==> config.mk <==
export PLATFORM = sky130hd
export DESIGN_NAME = sync_dual_ram
export DESIGN_NICKNAME = d
export VERILOG_FILES = /design/src/rtl/sync_ram_pkg.sv /design/src/rtl/sync_ram_clr_seq.sv /design/src/rtl/sync_dual_ram.sv
export SDC_FILE = /design/constraint.sdc
export NUM_CORES = 1
export LEC_CHECK = 0
export ABC_CLOCK_PERIOD_IN_PS = 2400
export CAP_MARGIN = 20
export CORE_ASPECT_RATIO = 0.75
export CORE_MARGIN = 3
export CORE_UTILIZATION = 40
export DETAILED_ROUTE_END_ITERATION = 6
export GPL_ROUTABILITY_DRIVEN = 0
export HOLD_SLACK_MARGIN = 0.02
export PLACE_DENSITY = 0.6
export SYNTH_ARGS = -nofsm -noshare
export SYNTH_HDL_FRONTEND = slang
export SYNTH_SLANG_ARGS = --single-unit
==> constraint.sdc <==
create_clock -name clk -period 2.4 [get_ports clk]
set_input_delay 0.24 -clock clk [delete_from_list [all_inputs] [get_ports clk]]
set_output_delay 0.24 -clock clk [all_outputs]
set_load 0.1 [all_outputs]
==> src/rtl/sync_ram_pkg.sv <==
// Shared types and the byte-merge helper for sync_dual_ram.
// Used by both the write path and the SYNC_DUAL_RAM_BYPASS_EN forwarding path.
package sync_ram_pkg;

  typedef enum logic {
    CLEAR = 1'b0,
    READY = 1'b1
  } state_e;

  // Widest word the merge helper handles; callers cast their word to this width and back.
  localparam int MERGE_W    = 512;
  localparam int MERGE_BE_W = MERGE_W / 8;

  function automatic logic [MERGE_W-1:0] byte_merge(
    input logic [MERGE_W-1:0]    old_w,
    input logic [MERGE_W-1:0]    new_w,
    input logic [MERGE_BE_W-1:0] be
  );
    logic [MERGE_W-1:0] res;
    res = old_w;
    for (int k = 0; k < MERGE_BE_W; k++) begin
      if (be[k]) begin
        res[8*k +: 8] = new_w[8*k +: 8];
      end else begin
        res[8*k +: 8] = old_w[8*k +: 8];
      end
    end
    return res;
  endfunction

endpackage

==> src/rtl/sync_ram_clr_seq.sv <==
// Controller FSM and sweep counter for sync_dual_ram: walks every address once
// after clr or clr_mem, reporting busy and the clear-write address.
module sync_ram_clr_seq
  import sync_ram_pkg::*;
#(
  parameter int DEPTH  = 8,
  parameter int ADDR_W = $clog2(DEPTH)
) (
  input  logic              clk_i,
  input  logic              clr_i,
  input  logic              clr_mem_i,
  output logic              busy_o,
  output logic              clr_we_o,
  output logic [ADDR_W-1:0] clr_ad_o
);

  localparam logic [ADDR_W-1:0] LAST_AD = ADDR_W'(DEPTH - 1);

  state_e            state_q, state_d;
  logic [ADDR_W-1:0] cnt_q, cnt_d;

  always_ff @(posedge clk_i) begin
    if (clr_i) begin
      state_q <= CLEAR;
      cnt_q   <= {ADDR_W{1'b0}};
    end else begin
      state_q <= state_d;
      cnt_q   <= cnt_d;
    end
  end

  always_comb begin
    state_d = state_q;
    cnt_d   = cnt_q;
    case (state_q)
      CLEAR: begin
        if (cnt_q == LAST_AD) begin
          state_d = READY;
          cnt_d   = {ADDR_W{1'b0}};
        end else begin
          cnt_d   = cnt_q + ADDR_W'(1);
        end
      end
      READY: begin
        if (clr_mem_i) begin
          state_d = CLEAR;
          cnt_d   = {ADDR_W{1'b0}};
        end else begin
          state_d = READY;
        end
      end
      default: begin
        state_d = CLEAR;
        cnt_d   = {ADDR_W{1'b0}};
      end
    endcase
  end

  // Outputs decode straight from state registers, so they carry no combinational input path.
  assign busy_o   = (state_q == CLEAR);
  assign clr_we_o = (state_q == CLEAR);
  assign clr_ad_o = cnt_q;

endmodule

==> src/rtl/sync_dual_ram.sv <==
// Single-clock simple dual-port RAM with byte enables, registered read and clear sweep.
// Define SYNC_DUAL_RAM_BYPASS_EN for write-first collisions; default is read-first.
module sync_dual_ram
  import sync_ram_pkg::*;
#(
  parameter  int DATA_W = 16,
  parameter  int DEPTH  = 8,
  localparam int ADDR_W = $clog2(DEPTH),
  localparam int BE_W   = DATA_W / 8
) (
  input  logic              clk,
  input  logic              clr,
  input  logic              clr_mem,
  output logic              busy,
  input  logic              wr_en,
  input  logic [ADDR_W-1:0] wr_ad,
  input  logic [BE_W-1:0]   wr_be,
  input  logic [DATA_W-1:0] data_in,
  input  logic              rd_en,
  input  logic [ADDR_W-1:0] rd_ad,
  output logic [DATA_W-1:0] data_out,
  output logic              rd_valid
);

  localparam logic [ADDR_W:0] DEPTH_C = (ADDR_W + 1)'(DEPTH);

  logic [DATA_W-1:0] mem_q [DEPTH];
  logic [DATA_W-1:0] data_out_q;
  logic              rd_valid_q;

  logic              busy_s;
  logic              clr_we_s;
  logic [ADDR_W-1:0] clr_ad_s;
  logic              wr_in_range_s;
  logic              rd_in_range_s;
  logic [DATA_W-1:0] wr_merge_s;
  logic [DATA_W-1:0] rd_word_s;

  sync_ram_clr_seq #(
    .DEPTH  (DEPTH),
    .ADDR_W (ADDR_W)
  ) u_clr_seq (
    .clk_i     (clk),
    .clr_i     (clr),
    .clr_mem_i (clr_mem),
    .busy_o    (busy_s),
    .clr_we_o  (clr_we_s),
    .clr_ad_o  (clr_ad_s)
  );

  assign wr_in_range_s = ({1'b0, wr_ad} < DEPTH_C);
  assign rd_in_range_s = ({1'b0, rd_ad} < DEPTH_C);
  assign wr_merge_s    = DATA_W'(byte_merge(MERGE_W'(mem_q[wr_ad]), MERGE_W'(data_in),
                                            MERGE_BE_W'(wr_be)));

  always_comb begin
    rd_word_s = {DATA_W{1'b0}};
    if (rd_in_range_s) begin
      rd_word_s = mem_q[rd_ad];
    end else begin
      rd_word_s = {DATA_W{1'b0}};
    end
`ifdef SYNC_DUAL_RAM_BYPASS_EN
    if (wr_en && rd_in_range_s && (wr_ad == rd_ad)) begin
      rd_word_s = wr_merge_s;
    end else begin
      rd_word_s = rd_word_s;
    end
`endif
  end

  // The sweep owns the write port while busy; clr blocks every write on its edge.
  always_ff @(posedge clk) begin
    if (!clr) begin
      if (clr_we_s) begin
        mem_q[clr_ad_s] <= {DATA_W{1'b0}};
      end else if (wr_en && wr_in_range_s) begin
        mem_q[wr_ad] <= wr_merge_s;
      end
    end
  end

  always_ff @(posedge clk) begin
    if (clr) begin
      data_out_q <= {DATA_W{1'b0}};
      rd_valid_q <= 1'b0;
    end else if (busy_s) begin
      rd_valid_q <= 1'b0;
    end else if (rd_en) begin
      data_out_q <= rd_word_s;
      rd_valid_q <= 1'b1;
    end else begin
      rd_valid_q <= 1'b0;
    end
  end

  assign busy     = busy_s;
  assign data_out = data_out_q;
  assign rd_valid = rd_valid_q;

endmodule

# Yosys cells after proc, flatten, opt, wreduce, memory -nomap -nowiden
# Memories as Yosys holds them, arrays and structs flattened. A register that Yosys moved wholly into a read port is not among the register bits.
# Cells that the tools add are included.
[op_classes] div=0 shifts=0 n_reduce_logical=5 bitwise_logic=1 mul=0 mux=19 add_sub_neg=1 order_cmp=0 eq_ne=4
[ops] operator="two-way mux 16 bit" n=1
[ops] operator="two-way mux 8 bit" n=2
[ops] operator="OR reduction 16 bit" n=1
[ops] operator="two-way mux 1 bit" n=10
[ops] operator="two-way mux 3 bit" n=3
[ops] operator="one-hot mux 3 bit (2 select lines)" n=1
[ops] operator="AND reduction 2 bit" n=3
[ops] operator="adder 3 x 1 -> 3 bit, second input constant" n=1
[ops] operator="equality test 3 bit, second input constant" n=1
[ops] operator="two-way mux 2 bit" n=1
[ops] operator="inequality test 1 bit, second input constant" n=2
[ops] operator="inequality test 2 bit, second input constant" n=1
[ops] operator="one-hot mux 1 bit (2 select lines)" n=1
[ops] operator="OR reduction 2 bit" n=1
[ops] operator="inverter 1 bit" n=1
[word_totals] inputBits=29 mem_bits_rw=128 out_inout_bits=18 reg_bits=5 wordCells=34 latch_bits=0 romBits=0 n_memories=1
[mem_list] memory="mem_q" words=8 width=16 read_ports=1 rd_clocked_by_memory_dff=1 wr=1 line="sync_dual_ram.sv:27" rtl="logic [DATA_W-1:0] mem_q [DEPTH];"

# Depth between registers and ports, before layout
[depth] word_depth=7 ltp_mapped=6

# Cells and area by module
# Synthesis repeated with hierarchy kept, for this count alone.
[unflattened] cells_unflattened=406 area_unflattened_um2=6078.3
[by_module_without_submodules] module="sync_dual_ram" cells_per_inst=386 area_per_inst_um2=5886.9 seq_area_each_um2=4184.0 instances=1
[by_module_without_submodules] module="sync_ram_clr_seq" cells_per_inst=20 area_per_inst_um2=191.4 seq_area_each_um2=80.1 instances=1

# Worst setup path before layout
# No wires, ideal clock.
[synth_timing] kind="flip-flop to flip-flop" startpoint="register u_clr_seq.state_q" endpoint="memory mem_q[3][0] (enable)" arrival_time_ns=1.461 setup_time_ns=0.370 path_buffers=1 period_less_slack_ns=1.831 path_stages_with_launch=6 required_ns=2.030 slack_ns=0.569 path_cell_list="dfxtp_1 > buf_6 > nand2_4 > nor3_4 > mux2_2 > nor2_1"
[synth_between] elab_chain_len=6 elab_cells_between_ends=11
[synth_rtl] item="start: declaration" line="sync_ram_clr_seq.sv:19" rtl="state_e state_q, state_d;"
[synth_rtl] item="start signal: assignment" line="sync_ram_clr_seq.sv:27" rtl="state_q <= state_d;"
[synth_rtl] item="two-way mux 1 bit" line="sync_dual_ram.sv:75" rtl="if (clr_we_s) begin"
[synth_rtl] item="two-way mux 1 bit" line="sync_dual_ram.sv:74" rtl="if (!clr) begin"
[synth_rtl] item="two-way mux 1 bit (not written as such)" line="sync_dual_ram.sv:78" rtl="mem_q[wr_ad] <= wr_merge_s;"
[synth_rtl] item="AND reduction 2 bit (no line)"
[synth_rtl] item="OR reduction 16 bit (no line)"
[synth_rtl] item="two-way mux 3 bit (no line) or two-way mux 2 bit (tied branches)"
[synth_rtl] item="end: declaration" line="sync_dual_ram.sv:27"
# Parallel ways exist; a longest one is shown, timed or not.

# Worst setup path after layout
[layout_timing] startpoint="input wr_be[0]" endpoint="memory mem_q[4][0] (enable)"
[layout_between] elab_chain_len=4 elab_cells_between_ends=5
[layout_rtl] item="start: declaration" line="sync_dual_ram.sv:17" rtl="input logic [BE_W-1:0] wr_be,"
[layout_rtl] item="inequality test 1 bit (no line) *"
[layout_rtl] item="AND reduction 2 bit (no line) *"
[layout_rtl] item="OR reduction 16 bit (no line)"
[layout_rtl] item="two-way mux 3 bit (no line) or two-way mux 2 bit (tied branches)"
# Every way passes the cells marked *; elsewhere a longest branch is shown, timed or not.

==> impl_metrics.prom <==
# TYPE chip_impl_metric gauge
chip_impl_info{name="outcome",value="finished clean"} 1
chip_impl_metric{name="overall_global_routing_usage",unit="%"} 16.75
chip_impl_metric{name="fp-row-count",unit=""} 38
chip_impl_metric{name="max_cap_violations",unit=""} 0
chip_impl_info{name="hold_path_startpoint",value="data_out[9]"} 1
chip_impl_info{name="synth_largest_area_cell",value="sky130_fd_sc_hd__edfxtp_1"} 1
chip_impl_metric{name="rr_worst_depth",unit=""} 5
chip_impl_info{name="ys.flop_type",value="sky130_fd_sc_hd__edfxtp_1"} 1
chip_impl_info{name="cts-root-buf",value="sky130_fd_sc_hd__clkbuf_16"} 1
chip_impl_info{name="cp_endpoint_kind",value="register"} 1
chip_impl_info{name="hold_removal_path_class",value="register to register"} 1
chip_impl_info{name="rsz0062_at_grt",value="no"} 1
chip_impl_metric{name="ys_seq_area_share",unit="%"} 68.92
chip_impl_metric{name="maximum_number_of_pins_on_one_net_before_global_route_repair",unit=""} 65
chip_impl_info{name="yosysMostFrequentCell",value="sky130_fd_sc_hd__edfxtp_1"} 1
chip_impl_metric{name="synth_seq_cells",unit=""} 149
chip_impl_info{name="synth_cell_count_leaders",value="sky130_fd_sc_hd__edfxtp_1 (128), sky130_fd_sc_hd__mux2i_1 (70), sky130_fd_sc_hd__nor2_1 (39)"} 1
chip_impl_metric{name="route.detailed.wl_per_inst",unit="um"} 20.09
chip_impl_metric{name="via_count_of_the_first_global_routing_pass",unit=""} 3484
chip_impl_metric{name="cts.repair.resized",unit=""} 0
chip_impl_metric{name="fp.dieH",unit="um"} 113.7
chip_impl_info{name="critPathMostFrequentCell",value="sky130_fd_sc_hd__nor2_1"} 1
chip_impl_metric{name="crit_path_max_fanout",unit=""} 18
chip_impl_metric{name="yosys.area.top_type_share",unit="%"} 62.12
chip_impl_metric{name="vias",unit=""} 3614
chip_impl_metric{name="synthesis.area_per_instance",unit="um^2"} 15.20
chip_impl_metric{name="detailed_place_hpwl",unit="um"} 9661
chip_impl_metric{name="clk_slew_on_worst_s_h_paths",unit="ns"} 0.06
chip_impl_metric{name="cp_num_buf_inv",unit=""} 3
chip_impl_metric{name="numCtsBuffers",unit=""} 17
chip_impl_metric{name="totalNegativeSetupSlack",unit="ns"} 0
chip_impl_metric{name="worstMarginPinSlew",unit="ns"} 0.8130
chip_impl_metric{name="wire_length_of_the_first_global_routing_pass",unit="um"} 20780
chip_impl_info{name="global_route.peak_usage_layer",value="met1"} 1
chip_impl_metric{name="detail_route.wirelength",unit="um"} 13720
chip_impl_metric{name="cts-htree-levels",unit=""} 4
chip_impl_metric{name="setup.reg_to_reg.worst_slack",unit="ns"} 0.45
chip_impl_metric{name="warnings_from_yosys",unit=""} 0
chip_impl_metric{name="dieArea",unit="mm^2"} 0.01701
chip_impl_metric{name="total_number_of_cells_along_the_worst_setup_path",unit=""} 7
chip_impl_metric{name="timing.critical_path.required",unit="ns"} 2.43
chip_impl_info{name="crit_path_end",value="mem_q[4][0]"} 1
chip_impl_info{name="critical_path_class",value="primary input to register"} 1
chip_impl_metric{name="number_of_enable_type_register_cells_in_the_synthesized_netlist",unit=""} 128
chip_impl_metric{name="holdWs",unit="ns"} 0.5274
chip_impl_metric{name="first_pass_iters",unit=""} 5
chip_impl_metric{name="clock_sinks",unit=""} 149
chip_impl_metric{name="max-vdd-ir-drop",unit="mV"} 0.4740
chip_impl_metric{name="synth_cell_types",unit=""} 29
chip_impl_metric{name="grtUsageMet2",unit="%"} 21.23
chip_impl_metric{name="worst_clock_skew",unit="ns"} 0.01186
chip_impl_metric{name="drtIter0Drc",unit=""} 274
chip_impl_metric{name="final_layout_size_suffix_gt1_share",unit="%"} 19.05
chip_impl_metric{name="initial_utilization",unit="%"} 41.84
chip_impl_info{name="regToRegEndpoint",value="mem_q[4][0]"} 1
chip_impl_metric{name="critical-path-max-stage-delay",unit="ns"} 0.63
chip_impl_metric{name="final_min_period_over_clock_period",unit="%"} 84.10
chip_impl_metric{name="place_worst_setup_slack",unit="ns"} -0.06646
chip_impl_info{name="worstSetupStartpointType",value="primary input"} 1
chip_impl_metric{name="power.leakage",unit="nW"} 2.589
chip_impl_metric{name="coreArea",unit="mm^2"} 0.01479
chip_impl_metric{name="antenna_cells_inserted",unit=""} 0
chip_impl_info{name="worst_path_dominant_cell_family",value="simple AND/OR/NAND/NOR gates"} 1
chip_impl_info{name="tritoncts",value="yes"} 1
chip_impl_metric{name="grt_met1_usage",unit="%"} 27.95
chip_impl_metric{name="post_synth_instance_area",unit="mm^2"} 0.006187
chip_impl_metric{name="dieWidth",unit="um"} 149.6
chip_impl_info{name="cp_cell_sequence",value="clkdlybuf4s50_1, nor2_1, buf_4, nor3_4, buf_12, mux2i_1, nor2_1"} 1
chip_impl_metric{name="drc",unit=""} 0
chip_impl_metric{name="clk-insertion-delay-late",unit="ns"} 0.41
chip_impl_metric{name="post-cts-setup-buffer-count",unit=""} 0
chip_impl_metric{name="worstPathArrival",unit="ns"} 2.05
chip_impl_metric{name="antenna_found_initial",unit=""} 0
chip_impl_metric{name="design.final.nets",unit=""} 501
chip_impl_metric{name="max_clock_freq",unit="GHz"} 0.4955
chip_impl_info{name="critical_path.startpoint",value="wr_be[0]"} 1
chip_impl_metric{name="synthToLayoutAreaGrowth",unit="%"} 20.75
chip_impl_metric{name="cts_hold_buf",unit=""} 0
chip_impl_metric{name="power",unit="W"} 0.005954
chip_impl_metric{name="ctsLongestPathBuffers",unit=""} 2
chip_impl_metric{name="global_route.usage.met3",unit="%"} 4.369
chip_impl_metric{name="numPortBuffers",unit=""} 46
chip_impl_metric{name="finalSetupViolCount",unit=""} 0
chip_impl_info{name="synth.area.top_cells",value="sky130_fd_sc_hd__edfxtp_1 (62%), sky130_fd_sc_hd__mux2i_1 (11%), sky130_fd_sc_hd__dfxtp_1 (6.8%)"} 1
chip_impl_metric{name="finalWorstSetupSlack",unit="ns"} 0.3817
chip_impl_metric{name="design.portCount",unit=""} 47
chip_impl_metric{name="slew_viol_final",unit=""} 0
chip_impl_metric{name="post_synth_inst_count",unit=""} 407
chip_impl_metric{name="grt_remaining_overflow",unit=""} 0
chip_impl_metric{name="max_slew_margin",unit="%"} 45.60
chip_impl_metric{name="syn-num-nets",unit=""} 438
chip_impl_metric{name="hold_viol",unit=""} 0
chip_impl_metric{name="vias_per_cell",unit=""} 5.291
chip_impl_metric{name="ant_nets",unit=""} 0
chip_impl_info{name="worst_path_max_delay_cell",value="sky130_fd_sc_hd__nor2_1"} 1
chip_impl_metric{name="synth_async_sr_flop_share",unit="%"} 0
chip_impl_info{name="rr_startpoint",value="u_clr_seq.state_q"} 1
chip_impl_metric{name="p_per_area",unit="mW/mm^2"} 797.0
chip_impl_metric{name="final_period_minus_worst_setup_slack",unit="ns"} 2.018
## worst min-delay path by stage
| stage | to | slack [ns] | depth (start not counted) |
|---|---|---|---|
| global placement | data_out[1] | 0.52 | 2 |
| finish | data_out[9] | 0.53 | 2 |
| floorplan | u_clr_seq.clr_ad_o[2] | 0.47 | 3 |
| detailed placement | data_out[12] | 0.52 | 2 |
| CTS | u_clr_seq.state_q | 0.53 | 4 |
| global route | data_out[7] | 0.55 | 2 |
## metal layers
| metal | vias to the layer above | routed length, um |
|---|---|---|
| met1 | 1805 | 7117 |
| met2 | 130 | 5439 |
| met5 | - | 0 |
| met4 | 0 | 146 |
| li1 | 1664 | - |
| met3 | 15 | 1018 |
## cells in the final DEF (no fill, tap or decap), types with 3 or more instances in the layout
master and count:
sky130_fd_sc_hd__and2_1 18, sky130_fd_sc_hd__nor3_1 3, sky130_fd_sc_hd__mux2_2 3, sky130_fd_sc_hd__buf_4 42, sky130_fd_sc_hd__a22oi_1 32, sky130_fd_sc_hd__bufinv_16 4, sky130_fd_sc_hd__clkdlybuf4s50_1 27, sky130_fd_sc_hd__dfxtp_1 21
sky130_fd_sc_hd__nor3b_1 6, sky130_fd_sc_hd__nand3_1 4, sky130_fd_sc_hd__clkbuf_16 17, sky130_fd_sc_hd__nand3b_1 4, sky130_fd_sc_hd__mux2i_1 70, sky130_fd_sc_hd__clkbuf_1 3, sky130_fd_sc_hd__edfxtp_1 128, sky130_fd_sc_hd__nor2_1 39
sky130_fd_sc_hd__a21oi_1 18, sky130_fd_sc_hd__nand2_1 7, sky130_fd_sc_hd__nor3_2 16
## cell families (layout without fill, tap and decap cells)
group	count (synthesis)	count (layout)	synth area share [%]
AOI/OAI and AO/OA	53	53	5.683
adders and majority gates	2	2	0.4044
buffers and inverters	29	105	3.498
DFF	149	149	68.92
muxes	73	73	11.87
and+or+nand+nor	101	101	9.626
## stage by stage
step,std cells,area [um^2],utilization [%]
global route,683,7471,50.52
floorplan,407,6187,-
detailed placement,651,6854,46.35
CTS,683,7471,50.52
global placement,651,6854,46.35
finish,683,7471,50.52
## sequential cells by signal, indices dropped and copies added, names as in the netlist
name / count
u_clr_seq.clr_ad_o: 3
u_clr_seq.state_q: 1
rd_valid: 1
data_out: 16
mem_q: 128
## worst register-to-register path, stage by stage, from the launching register on
cell	delay, ns
sky130_fd_sc_hd__dfxtp_1	0.39
sky130_fd_sc_hd__nand2_4	0.07
sky130_fd_sc_hd__nor3_4	0.18
sky130_fd_sc_hd__buf_12	0.19
sky130_fd_sc_hd__mux2i_1	0.12
sky130_fd_sc_hd__nor2_1	0.63
## cell type report
type	instances	area, um^2
clock buffers	22	464.2
clock inverters	10	152.6
flip-flops and latches	149	4264
multi-input cells	229	1707
well taps	200	250.2
inverters	2	7.507
repair buffers	71	625.6
fillers	1242	7316
## where the power goes
part,internal (W),switching [W]
combinational,0.000135,0.000183
clock,0.00178,0.000958
sequential,0.00286,0.0000332
total,0.00478,0.00117
No activity file was read; power rests on OpenSTA's default activity.
